$ cat src/rtl/alu_muldiv_unit.sv
// Execute-stage ALU with built-in ALU-control decode and iterative MULT/DIV into HI/LO.
// Single-cycle ops complete the cycle after accept; mul/div stall the pipeline via Ready.
module alu_muldiv_unit #(
  parameter int WIDTH = 32,
  parameter int CNT_W = $clog2(WIDTH) + 1
) (
  input  logic             clk,
  input  logic             rst_n,
  input  logic             InValid,
  input  logic [1:0]       ALUOP,
  input  logic [5:0]       Func,
  input  logic [WIDTH-1:0] A,
  input  logic [WIDTH-1:0] B,
  output logic             Ready,
  output logic             Done,
  output logic [WIDTH-1:0] Result,
  output logic             Zero,
  output logic             Illegal
);

  typedef enum logic [1:0] {S_IDLE, S_RUN, S_FIX} state_e;
  typedef enum logic [3:0] {
    OP_ADD, OP_SUB, OP_AND, OP_OR, OP_SLT, OP_SLTU, OP_MFHI, OP_MFLO,
    OP_MULT, OP_MULTU, OP_DIV, OP_DIVU, OP_ILL
  } op_e;

  state_e             state_q, state_d;
  op_e                op;
  logic               accept, is_muldiv, is_div, op_signed, a_neg, b_neg;
  logic [WIDTH-1:0]   a_mag, b_mag, alu_res;
  logic [WIDTH-1:0]   hi_q, lo_q, b_mag_q, result_q;
  logic [2*WIDTH-1:0] p_q, mul_step, div_step, prod_fix;
  logic [CNT_W-1:0]   cnt_q;
  logic               is_div_q, neg_q, neg_rem_q, div0_q, done_q, zero_q, illegal_q;
  logic [WIDTH:0]     mul_sum, rem_sh, div_diff;
  logic               div_ge;
  logic [WIDTH-1:0]   rem_new, fix_hi, fix_lo;

  // NOTE: every signal assigned in always_comb gets a default first so no latch is inferred.
  always_comb begin
    op = OP_ILL;
    if (ALUOP == 2'b00)      op = OP_ADD;
    else if (ALUOP == 2'b01) op = OP_SUB;
    else begin
      unique case (Func)
        6'b100000: op = OP_ADD;
        6'b100010: op = OP_SUB;
        6'b100100: op = OP_AND;
        6'b100101: op = OP_OR;
        6'b101010: op = OP_SLT;
        6'b101011: op = OP_SLTU;
        6'b010000: op = OP_MFHI;
        6'b010010: op = OP_MFLO;
        6'b011000: op = OP_MULT;
        6'b011001: op = OP_MULTU;
        6'b011010: op = OP_DIV;
        6'b011011: op = OP_DIVU;
        default:   op = OP_ILL;
      endcase
    end
  end

  assign accept    = InValid && Ready;
  assign is_muldiv = (op == OP_MULT) || (op == OP_MULTU) || (op == OP_DIV) || (op == OP_DIVU);
  assign is_div    = (op == OP_DIV) || (op == OP_DIVU);
  assign op_signed = (op == OP_MULT) || (op == OP_DIV);
  assign a_neg     = op_signed && A[WIDTH-1];
  assign b_neg     = op_signed && B[WIDTH-1];
  // Two's-complement negation maps -2^(WIDTH-1) onto the unsigned magnitude 2^(WIDTH-1).
  assign a_mag     = a_neg ? -A : A;
  assign b_mag     = b_neg ? -B : B;

  always_comb begin
    alu_res = '0;
    unique case (op)
      OP_ADD:  alu_res = A + B;
      OP_SUB:  alu_res = A - B;
      OP_AND:  alu_res = A & B;
      OP_OR:   alu_res = A | B;
      OP_SLT:  alu_res = {{(WIDTH-1){1'b0}}, $signed(A) < $signed(B)};
      OP_SLTU: alu_res = {{(WIDTH-1){1'b0}}, A < B};
      OP_MFHI: alu_res = hi_q;
      OP_MFLO: alu_res = lo_q;
      default: alu_res = '0;
    endcase
  end

  // p_q holds {partial product, multiplier} or {remainder, dividend/quotient}.
  assign mul_sum  = {1'b0, p_q[2*WIDTH-1:WIDTH]} + (p_q[0] ? {1'b0, b_mag_q} : '0);
  assign mul_step = {mul_sum, p_q[WIDTH-1:1]};
  assign rem_sh   = {p_q[2*WIDTH-1:WIDTH], p_q[WIDTH-1]};
  assign div_ge   = rem_sh >= {1'b0, b_mag_q};
  assign div_diff = rem_sh - {1'b0, b_mag_q};
  assign rem_new  = div_ge ? div_diff[WIDTH-1:0] : rem_sh[WIDTH-1:0];
  assign div_step = {rem_new, p_q[WIDTH-2:0], div_ge};
  assign prod_fix = neg_q ? -p_q : p_q;

  always_comb begin
    fix_hi = prod_fix[2*WIDTH-1:WIDTH];
    fix_lo = prod_fix[WIDTH-1:0];
    if (div0_q) begin
      fix_hi = p_q[WIDTH-1:0];
      fix_lo = '1;
    end else if (is_div_q) begin
      fix_hi = neg_rem_q ? -p_q[2*WIDTH-1:WIDTH] : p_q[2*WIDTH-1:WIDTH];
      fix_lo = neg_q ? -p_q[WIDTH-1:0] : p_q[WIDTH-1:0];
    end
  end

  // NOTE: sequential state uses non-blocking assignments so all registers update together.
  always_ff @(posedge clk or negedge rst_n) begin
    if (!rst_n) state_q <= S_IDLE;
    else        state_q <= state_d;
  end

  always_comb begin
    state_d = state_q;
    unique case (state_q)
      S_IDLE:  if (accept && is_muldiv) state_d = (is_div && B == '0) ? S_FIX : S_RUN;
      S_RUN:   if (cnt_q == CNT_W'(1)) state_d = S_FIX;
      S_FIX:   state_d = S_IDLE;
      default: state_d = S_IDLE;
    endcase
  end

  always_comb begin
    Ready = (state_q == S_IDLE);
  end

  always_ff @(posedge clk or negedge rst_n) begin
    if (!rst_n) begin
      p_q       <= '0;
      b_mag_q   <= '0;
      cnt_q     <= '0;
      is_div_q  <= 1'b0;
      neg_q     <= 1'b0;
      neg_rem_q <= 1'b0;
      div0_q    <= 1'b0;
    end else if (accept && is_muldiv) begin
      p_q       <= {{WIDTH{1'b0}}, (is_div && B == '0) ? A : a_mag};
      b_mag_q   <= b_mag;
      cnt_q     <= CNT_W'(WIDTH);
      is_div_q  <= is_div;
      neg_q     <= a_neg ^ b_neg;
      neg_rem_q <= a_neg;
      div0_q    <= is_div && (B == '0);
    end else if (state_q == S_RUN) begin
      p_q   <= is_div_q ? div_step : mul_step;
      cnt_q <= cnt_q - CNT_W'(1);
    end
  end

  always_ff @(posedge clk or negedge rst_n) begin
    if (!rst_n) begin
      hi_q      <= '0;
      lo_q      <= '0;
      result_q  <= '0;
      zero_q    <= 1'b1;
      illegal_q <= 1'b0;
      done_q    <= 1'b0;
    end else if (state_q == S_FIX) begin
      hi_q      <= fix_hi;
      lo_q      <= fix_lo;
      result_q  <= fix_lo;
      zero_q    <= (fix_lo == '0);
      illegal_q <= 1'b0;
      done_q    <= 1'b1;
    end else if (accept && !is_muldiv) begin
      result_q  <= alu_res;
      zero_q    <= (alu_res == '0);
      illegal_q <= (op == OP_ILL);
      done_q    <= 1'b1;
    end else begin
      done_q    <= 1'b0;
    end
  end

  assign Done    = done_q;
  assign Result  = result_q;
  assign Zero    = zero_q;
  assign Illegal = illegal_q;

endmodule

$ cat config.mk
export PLATFORM = sky130hd
export DESIGN_NAME = alu_muldiv_unit
export DESIGN_NICKNAME = d
export VERILOG_FILES = /design/src/rtl/alu_muldiv_unit.sv
export SDC_FILE = /design/constraint.sdc
export NUM_CORES = 1
export LEC_CHECK = 0
export ABC_AREA = 0
export BUFFER_PORTS_ARGS = -buffer_cell sky130_fd_sc_hd__buf_2
export CORE_UTILIZATION = 45
export DETAILED_ROUTE_END_ITERATION = 12
export PLACE_DENSITY = 0.73
export SLEW_MARGIN = 10
export SYNTH_ARGS = -nofsm -noshare
export SYNTH_HDL_FRONTEND = slang
export SYNTH_SLANG_ARGS = --single-unit
$ cat constraint.sdc
create_clock -name clk -period 4.25 [get_ports clk]
set_clock_uncertainty 0.05 [all_clocks]
set_input_delay 0.6375 -clock clk [delete_from_list [all_inputs] [get_ports clk]]
set_output_delay 0.6375 -clock clk [all_outputs]
set_load 0.01 [all_outputs]
==> out/qor.csv <==
stage,metric,value,unit
synthesis,synthTopCellsByArea,"dfrtp_1 (24%), ha_1 (11%), o21ai_0 (6.3%)",
setup_path,critical_path_class,primary input to flop,
timing,max_slew_margin,25.4,%
setup_path,arrival,4780,ps
setup_path,path_max_fanout,4,
pwr,p_sw,8530,µW
global_routing,antenna_found_initial,1,
global_routing,grt_pass1_vias,22200,
timing,max_freq,228,MHz
synthesis,synthAdderAreaFrac,11.1,%
timing,hold_ws,64.5,ps
setup_path,r2r-start,p_q[16],
synthesis,async_reset_ff_share,100,%
synthesis,synthCells,2818,
timing,min_period_over_period,103,%
hold_path,hold_path.class,primary input to async pin,
synthesis,synth_top_area_share,24.1,%
synthesis,synth.distinct_cells,83,
timing,finalSetupViolCount,1,
cts,clk_path_buf_depth,3,
setup_path,worst_ep_required_time,4650,ps
cells_and_area,fin_nets,3387,
cts,clk_pin_slew,70,ps
global_routing,grt_max_degree,140,
routing,avgRoutedWirePerCell,22.6,µm
timing,rsz0062_at_grt,true,
placed_design,hpwl,66700,µm
pwr,p_per_area,662,nW/µm²
synthesis,synth-edff-count,0,
placed_design,place_congestion,1.10,
global_routing,grt_usage,34.6,%
run_status,outcome,finished with violations,
cts,cts-buffers-inserted,23,
pwr,p_comb_share,63.4,%
timing,hold_viol_final,0,
cts,hold_buffers,0,
routing,drt-pass1-iter-count,6,
timing,max_slew.worst_pin.slew,1110,ps
pwr,p_leak,0.0117,µW
placed_design,dpl.cell_count,3707,
run_status,violations,setup timing,
synthesis,synth_nets,3080,
setup_path,end_kind,flop,
die,io_pins,111,
routing,drt_iter0_drc,2489,
cells_and_area,layout-drive-gt1-share,17.8,%
timing,drv_slew,0,
synthesis,synth-seq-cells,207,
die,die_h,220,µm
synthesis,seq_area_frac_synth,24.2,%
cts,clock_latency,530,ps
job,drv_cap,0,
routing,vias,23600,
die,row_count,79,
die,dieArea,48400,µm²
die,coreArea,46800,µm²
synthesis,synthSimpleGateAreaFrac,18.7,%
synthesis,synth-xor-area-share,7.66,%
global_routing,gr-total-overflow,0,
cts,cts.sinks,207,
placed_design,portBuffers,110,
die,start_util,45.7,%
synthesis,synth_flop_cell,dfrtp_1,
routing,ant_nets,0,
timing,post-route-min-period,4380,ps
setup_path,start_kind,primary input,
setup_path,reg2reg_depth,12,
cells_and_area,final_cells,3748,
cts,post_cts_resize_count,5,
synthesis,synth-compound-area-share,30.0,%
pwr,power.total,17000,µW
cts,postCtsSetupBuffers,0,
global_routing,grt_pass1_wl,130000,µm
synthesis,synth.mux.area_fraction,2.34,%
setup_path,crit_start,A[0],
cts,htree_levels,1,
cells_and_area,area_growth_syn_to_layout,20.2,%
synthesis,yosysWarnings,0,
pwr,p_sw_share,50.1,%
cells_and_area,final_core_util,55.0,%
pwr,p_int,8490,µW
pwr,pwr-share-seq,24.2,%
synthesis,yosysTopAreaCell,dfrtp_1,
routing,viasPerCell,6.29,
placed_design,dp_slack,-754,ps
timing,fin_ws,-133,ps
cts,cts_tree,done,
pwr,vdd_drop_max,344,µV
synthesis,synth_top_family_by_area,compound AO/OA/AOI/OAI gates,
routing,drt-total-wl,84700,µm
cts,cts-root-buf,clkbuf_16,
synthesis,syn-cell-area,21400,µm²
routing,drc,0,
pwr,power.share.clock,12.3,%
synthesis,syn_area_per_cell,7.59,µm²
die,die_w,220,µm
[worst paths after layout]
path	slack, ps	endpoint
setup / recovery	-130	Zero
hold / removal	60	cnt_q[1]
setup reg to reg	210	hi_q[26]
hold reg to reg	430	b_mag_q[26]
max in group asynchronous	3020	Result[9]
min in group clk	420	b_mag_q[31]
[routing by layer]
layer / track usage (%) / part of all wire, % / routed length (µm) / vias up
met3: 5.77 / 10 / 8640 / 179
met5: 0 / 0.015 / 13 / -
met1: 49.0 / 43 / 36200 / 11300
met4: 10.8 / 3.4 / 2890 / 2
met2: 53.6 / 44 / 36900 / 1314
li1: - / - / - / 10800
[flip-flops by register name, indices dropped and copies added (netlist names)]
name,cells
Done,1
lo_q,32
div0_q,1
b_mag_q,32
is_div_q,1
Illegal,1
Zero,1
neg_q,1
state_q,2
hi_q,32
neg_rem_q,1
p_q,64
Result,32
cnt_q,6
[synth_stat cells (all sizes together) (7+ instances only)]
library cell and number:
nand3 53, a211oi 25, o31ai 38, nor2b 17, and3 8, buf 15
a31oi 38, o21a 18, nor2 240, or4 14, nor3b 14, nor3 58
a22o 10, or2 10, a31o 11, o211ai 71, o31a 10, nand2b 32
or3 29, a221o 32, o221ai 21, nor4 31, xnor2 143, ha 183
nand4 20, o21ai 271, a22oi 7, inv 152, a21o 73, a21oi 229
a221oi 11, a211o 7, xor2 44, mux2i 50, and2 14, nand2 305
clkbuf 169, o41ai 13, dfrtp 206, o21bai 19, o22ai 19
[power by group through the flow]
stage	Combinational [µW]	Sequential (µW)	Clock [µW]
2_1_floorplan	7570	3560	0
6_report	10800	4120	2100
5_1_grt	11800	4210	2180
4_1_cts	10600	4060	2110
3_5_place_dp	10500	4070	0
3_3_place_gp	10200	4060	0
[cell usage in the layout (no fill, tap or decap), drive strengths merged, types with 18 or more instances in the layout]
cell / instances
a21o: 73
o21a: 18
nor3: 58
o211ai: 71
a31oi: 38
a221o: 32
clkbuf: 30
ha: 183
nand4: 20
nand2: 305
or3: 29
buf: 466
o21bai: 19
xnor2: 143
o22ai: 19
nor2: 240
a211oi: 25
o221ai: 21
o31ai: 38
nor4: 31
mux2i: 50
dfrtp: 206
nand3: 53
o21ai: 271
a21oi: 229
inv: 154
xor2: 44
nand2b: 32
[metrics by stage]
step	setup TNS [ps]	cell area, µm²
after global routing	-314	25700
after detailed placement	-3510	24900
after global placement	-2460	24900
after CTS	-122	25700
final	-133	25700
after floorplan	-238	21400
[worst max-delay path, stage by stage]
cell	delay, ps
buf_12	90
inv_12	30
ha_4	150
fa_2	380
o21ba_4	220
a2111oi_4	380
o21ai_2	170
a2111oi_4	380
nor2_2	90
o311a_1	320
a221o_1	350
a221oi_2	250
nand3_1	120
or4_1	480
or4_4	540
o31ai_2	180
[layout make-up]
type	count	area (µm²)
clock buffer	30	642
inverter	153	587
fill	4492	21100
antenna	1	2.50
multi-input combinational	2274	15000
timing repair buffer	466	3370
sequential	207	5190
clock inverter	10	124
tap	607	759
[kinds of logic after synthesis]
| group | count (synthesis) |
|---|---|
| buffers and inverters | 337 |
| AO/OA/AOI/OAI | 985 |
| AND/OR/NAND/NOR | 865 |
| adder cells (fa/ha/maj) | 187 |
| XOR/XNOR | 187 |
| flip-flops | 207 |
| multiplexers | 50 |
(Power assumes the default switching activity.)
